--- src/rtl/enc_pkg.sv ---
// Shared encoder/decoder family package: FSM encodings and default widths.
// Optional ENC_MULTI_FLAG_EN adds the one-hot violation flag on the encoder.
package enc_pkg;

  localparam int ENC_N = 8;
  localparam int ENC_W = $clog2(ENC_N);

  typedef enum logic {
    ST_IDLE = 1'b0,
    ST_BUSY = 1'b1
  } enc_state_e;

  function automatic logic multi_hot(
    input logic [ENC_N-1:0] v
  );
    return (v & (v - ENC_N'(1))) != '0;
  endfunction

endpackage

--- src/rtl/prio_enc_comb.sv ---
// Combinational highest-set-bit finder.
// Ascending loop lets the highest set index win.
module prio_enc_comb #(
  parameter int N = 8,
  parameter int W = 3
) (
  input  logic [N-1:0] req,
  output logic [W-1:0] idx,
  output logic         any
);

  always_comb begin
    idx = '0;
    any = 1'b0;
    for (int i = 0; i < N; i++) begin
      if (req[i]) begin
        idx = W'(i);
        any = 1'b1;
      end
    end
  end

endmodule

--- src/rtl/encoder_8to3_seq.sv ---
// Sequential priority encoder: emits set-bit indices high to low over valid/ready.
// Define ENC_MULTI_FLAG_EN to add the 'multi' output.
module encoder_8to3_seq
  import enc_pkg::*;
#(
  parameter int N = ENC_N,
  parameter int W = ENC_W
) (
  input  logic         clk,
  input  logic         rst_n,
  input  logic         en,
  input  logic         load,
  input  logic [N-1:0] d,
  output logic [W-1:0] y,
  output logic         valid,
  input  logic         ready,
  output logic         busy,
  output logic         done,
`ifdef ENC_MULTI_FLAG_EN
  output logic         multi,
`endif
  output logic         zero
);

  enc_state_e   state_q, state_d;
  logic [N-1:0] pend_q, pend_d;
  logic [W-1:0] y_q, y_d;
  logic         valid_q, valid_d;
  logic         busy_q, busy_d;
  logic         done_q, done_d;
  logic         zero_q, zero_d;
  logic         multi_d;

  logic [N-1:0] pend_clr;
  logic [N-1:0] enc_in;
  logic [W-1:0] enc_idx;
  logic         enc_any;

  // One finder serves both the fresh capture and the remaining bits.
  assign pend_clr = pend_q & ~(N'(1) << y_q);
  assign enc_in   = (state_q == ST_IDLE) ? d : pend_clr;

  prio_enc_comb #(
    .N(N),
    .W(W)
  ) u_prio (
    .req(enc_in),
    .idx(enc_idx),
    .any(enc_any)
  );

  always_comb begin
    state_d = state_q;
    pend_d  = pend_q;
    y_d     = y_q;
    valid_d = valid_q;
    busy_d  = busy_q;
    done_d  = 1'b0;
    zero_d  = 1'b0;
    multi_d = 1'b0;
    if (!en) begin
      state_d = ST_IDLE;
      pend_d  = '0;
      valid_d = 1'b0;
      busy_d  = 1'b0;
    end else begin
      unique case (state_q)
        ST_IDLE: begin
          if (load) begin
            if (enc_any) begin
              state_d = ST_BUSY;
              pend_d  = d;
              y_d     = enc_idx;
              valid_d = 1'b1;
              busy_d  = 1'b1;
              multi_d = multi_hot(d);
            end else begin
              zero_d = 1'b1;
            end
          end
        end
        ST_BUSY: begin
          if (valid_q && ready) begin
            pend_d = pend_clr;
            if (enc_any) begin
              y_d = enc_idx;
            end else begin
              state_d = ST_IDLE;
              valid_d = 1'b0;
              busy_d  = 1'b0;
              done_d  = 1'b1;
            end
          end
        end
        default: state_d = ST_IDLE;
      endcase
    end
  end

  always_ff @(posedge clk or negedge rst_n) begin
    if (!rst_n) begin
      state_q <= ST_IDLE;
      pend_q  <= '0;
      y_q     <= '0;
      valid_q <= 1'b0;
      busy_q  <= 1'b0;
      done_q  <= 1'b0;
      zero_q  <= 1'b0;
    end else begin
      state_q <= state_d;
      pend_q  <= pend_d;
      y_q     <= y_d;
      valid_q <= valid_d;
      busy_q  <= busy_d;
      done_q  <= done_d;
      zero_q  <= zero_d;
    end
  end

`ifdef ENC_MULTI_FLAG_EN
  logic multi_q;

  always_ff @(posedge clk or negedge rst_n) begin
    if (!rst_n) begin
      multi_q <= 1'b0;
    end else begin
      multi_q <= multi_d;
    end
  end

  assign multi = multi_q;
`else
  logic unused_multi;
  assign unused_multi = multi_d;
`endif

  assign y     = y_q;
  assign valid = valid_q;
  assign busy  = busy_q;
  assign done  = done_q;
  assign zero  = zero_q;

endmodule
--- config.mk ---
export PLATFORM = sky130hd
export DESIGN_NAME = encoder_8to3_seq
export DESIGN_NICKNAME = d
export VERILOG_FILES = /design/src/rtl/enc_pkg.sv /design/src/rtl/prio_enc_comb.sv /design/src/rtl/encoder_8to3_seq.sv
export SDC_FILE = /design/constraint.sdc
export NUM_CORES = 1
export LEC_CHECK = 0
export ABC_AREA = 1
export BUFFER_PORTS_ARGS = -buffer_cell sky130_fd_sc_hd__clkbuf_2
export CAP_MARGIN = 20
export CELL_PAD_IN_SITES_DETAIL_PLACEMENT = 1
export CELL_PAD_IN_SITES_GLOBAL_PLACEMENT = 2
export CORE_ASPECT_RATIO = 1.5
export CORE_UTILIZATION = 30
export DETAILED_ROUTE_END_ITERATION = 10
export PLACE_DENSITY_LB_ADDON = 0.08
export SLEW_MARGIN = 20
export SYNTH_ARGS = -nofsm -noshare
export SYNTH_HDL_FRONTEND = slang
export SYNTH_SLANG_ARGS = --single-unit
--- constraint.sdc ---
create_clock -name clk -period 1.7 [get_ports clk]
set_input_delay 0.255 -clock clk [delete_from_list [all_inputs] [get_ports clk]]
set_output_delay 0.255 -clock clk [all_outputs]
set_load 0.02 [all_outputs]
==> summary.txt <==
Run status
  • Status: complete, but fails checks
  • Violated checks: setup timing

Layout
  • Final Non-Filler Cells: 211
  • Share of layout cells above drive strength 1: 52.0%
  • Fin nets: 185
  • N_diodes: 0
  • Final Util: 44.7%
  • Area Growth Syn to Fin: 41.4%

Power
  • Reg power frac: 37.3%
  • Psw: 0.000424 W
  • Sw frac: 36.5%
  • Max VDD drop: 0.445 mV
  • Clock power frac: 25.6%
  • Pleak: 0.780 nW
  • P_int: 0.000739 W
  • PwrDens: 816 mW/mm²
  • Logic pwr share: 37.1%

Route
  • Vias: 974
  • DRC Markers: 0
  • Mean number of vias per cell: 4.62
  • DR iter-0 viols: 24
  • DR pass1 iterations: 4
  • ANT nets after route: 0
  • Routed Wire Length: 2870 µm
  • Routed len/inst: 13.6 µm

STA
  • Worst Max-Slew Pin Slew: 0.411 ns
  • Final Setup Violations: 1
  • Unrepaired setup endpoints after global routing: yes
  • Final setup margin: -0.00618 ns
  • Relative slew slack: 72.6%
  • Hold Vio Cnt, Final: 0
  • Setup Skew: 0.00164 ns
  • Period utilization: 100%
  • Fmax: 586 MHz
  • Pins Over Slew Limit: 0
  • Tmin final: 1.71 ns

Setup path
  • CP Buf/Inv Count: 2
  • Crit Path Category: flop to flop
  • Path depth of the worst reg2reg path: 10
  • Crit-path slowest cell: dfrtp_2
  • Crit path depth: 10
  • Crit-path max FO: 4
  • Worst setup EP type: flop
  • Most used cell, CP: nand2_2
  • Critical path launch point type: flop
  • CP arrival: 1.88 ns
  • CP delay by family, top: simple AND/OR/NAND/NOR gates
  • Worst EP required: 1.88 ns
  • Worst path cell trace: buf_4 > nand2_1 > inv_1 > a21boi_4 > nand2_2 > nor2_4 > nand3_4 > nand2_4 > nand2_2 > o21ai_2
  • Max incr delay on CP: 0.44 ns

Logic synthesis
  • Register area share after synthesis: 37.2%
  • Synth Area per Inst: 7.82 µm²
  • Post-Syn Area: 0.00101 mm²
  • Syn Nets: 142
  • Synth warn: 0
  • Yosys cell types: 20
  • Synth Register Bits: 15
  • Post-Syn Instances: 129

Floorplanning
  • CORE AREA: 0.00319 mm²
  • Initial core utilization: 31.6%
  • # rows: 25
  • I/O pin count: 20
  • Die footprint: 0.00360 mm²
  • Vert. Die Dim: 73.0 µm
  • Die X: 49.3 µm

Clocking
  • H-tree levels: 1
  • Total CTS buffers: 3
  • Reg clk slew, reported paths: 0.06 ns
  • Worst-Skew Late Latency: 0.25 ns
  • CTS sink cnt: 15
  • Clock Path Buffers: 2
  • CTS tree: done
  • Root Buffer: clkbuf_8

GRT
  • Total gr overflow: 0
  • Initial antenna violation count: 0
  • Met2 Use GR: 32.7%
  • Total GRT Usage: 17.1%
  • Busiest grt layer: met2
  • Vias in the first global route: 1001
  • M3 GR Usage: 1.46%
  • Met1 Usage GRT: 18.4%
  • First-pass GRT wire length: 4540 µm
  • Largest net degree at the start of global routing: 16

Placed design
  • Placed Cells: 193
  • Port bufs: 19
  • Detailed placement HPWL: 2090 µm
  • Pre-CTS setup slack: -0.0386 ns
  • RePlAce Congestion: 0.766

Worst hold path
  • Worst hold stages: 3
  • Hold Crit Class: input port to flop

Job
  • Max-Cap Viols: 0
-- final timing paths --
| kind | from | to | slack, ns |
|---|---|---|---|
| worst max-delay path | state_q$_DFF_PN0_ | pend_q[1]$_DFFE_PN0P_ | -0.006 |
| worst min-delay path | ready | done$_DFF_PN0_ | 0.25 |
| worst max register to register | state_q$_DFF_PN0_ | pend_q[1]$_DFFE_PN0P_ | -0.006 |
| worst min register to register | pend_q[2]$_DFFE_PN0P_ | pend_q[2]$_DFFE_PN0P_ | 0.49 |
| max in group asynchronous | rst_n | state_q$_DFF_PN0_ | 0.92 |
| min in group asynchronous | rst_n | pend_q[2]$_DFFE_PN0P_ | 0.47 |
-- tightest hold or removal path: cells and delay by family --
family                 cells  cell delay [ns]
AND/OR/NAND/NOR            2             0.12
buffers and inverters      1             0.08
-- cell usage after synthesis --
cell / count / area, µm²
a31oi_1: 1 / 6.26
nand2_1: 43 / 161
o21ai_2: 8 / 70.1
buf_4: 2 / 15.0
nor2_2: 2 / 12.5
nand2_2: 2 / 12.5
dfrtp_1: 15 / 375
o21ai_1: 2 / 10.0
inv_2: 3 / 11.3
nand3_4: 1 / 17.5
nor2_1: 5 / 18.8
a21oi_2: 1 / 8.76
nor3_1: 1 / 5.00
nand2_4: 4 / 45.0
nor2_4: 3 / 33.8
a21boi_2: 4 / 45.0
o21ai_0: 1 / 5.00
inv_1: 18 / 67.6
a21oi_4: 2 / 32.5
nand3_1: 11 / 55.1
-- logic make-up after synthesis --
logic type	after synthesis	share of synthesized area, %
buffers and inverters	23	9.30
and+or+nand+nor	72	35.9
AOI/OAI and AO/OA	19	17.6
DFF	15	37.2
-- sequential cells by signal, summed over array words and instances (netlist names) --
name,count
y,3
zero,1
busy,1
state_q,1
done,1
pend_q,8
-- metal layers --
layer	wire [µm]	share of wire, %
met2	1570	55
met3	66	2.3
met1	1160	40
met4	76	2.6
met5	0	0
-- placed cells by master, fill, tap and decap left out, types with 4 or more instances in the layout --
cell / count
o21ai_2: 8
nand2_2: 10
clkbuf_2: 19
dfrtp_1: 11
buf_4: 16
nor2_1: 5
inv_2: 7
nand2_1: 35
dfrtp_2: 4
inv_1: 14
nor2_4: 4
nand3_1: 10
-- power groups by stage --
stage | Clock (W) | Combinational [W] | Sequential [W]
2_1_floorplan | 0 | 0.000198 | 0.000460
6_report | 0.000298 | 0.000431 | 0.000434
4_1_cts | 0.000303 | 0.000395 | 0.000432
5_1_grt | 0.000318 | 0.000472 | 0.000441
3_3_place_gp | 0 | 0.000325 | 0.000443
3_5_place_dp | 0 | 0.000330 | 0.000445
-- metrics by stage --
stage                     setup TNS (ns)  instance area (µm²)  hold slack [ns]  total power [W]
after floorplan                        0                 1010          -0.0406         0.000658
after global placement           -0.0919                 1190            0.199         0.000768
after detailed placement          -0.221                 1190            0.202         0.000776
after CTS                              0                 1330            0.242          0.00113
after global routing              -0.610                 1430            0.261          0.00123
final                           -0.00618                 1430            0.247          0.00116
-- what timing repair did --
item	CTS	global route
endpoints found under the setup margin	10	10
gates resized for setup	9	19
pin swaps	5	8
endpoints found under the hold margin	15	0
cloned	1	0
setup buffers	6	6
hold buffers	1	0
-- layout make-up --
type                       count  area, µm²
fill                         414       1760
clock buffer                   4       45.0
multi-input combinational     92        613
inverter                      21       78.8
timing repair buffer          39        259
sequential                    15        380
tap                           40       50.0
Note: power is estimated with default switching activity, not from simulation.
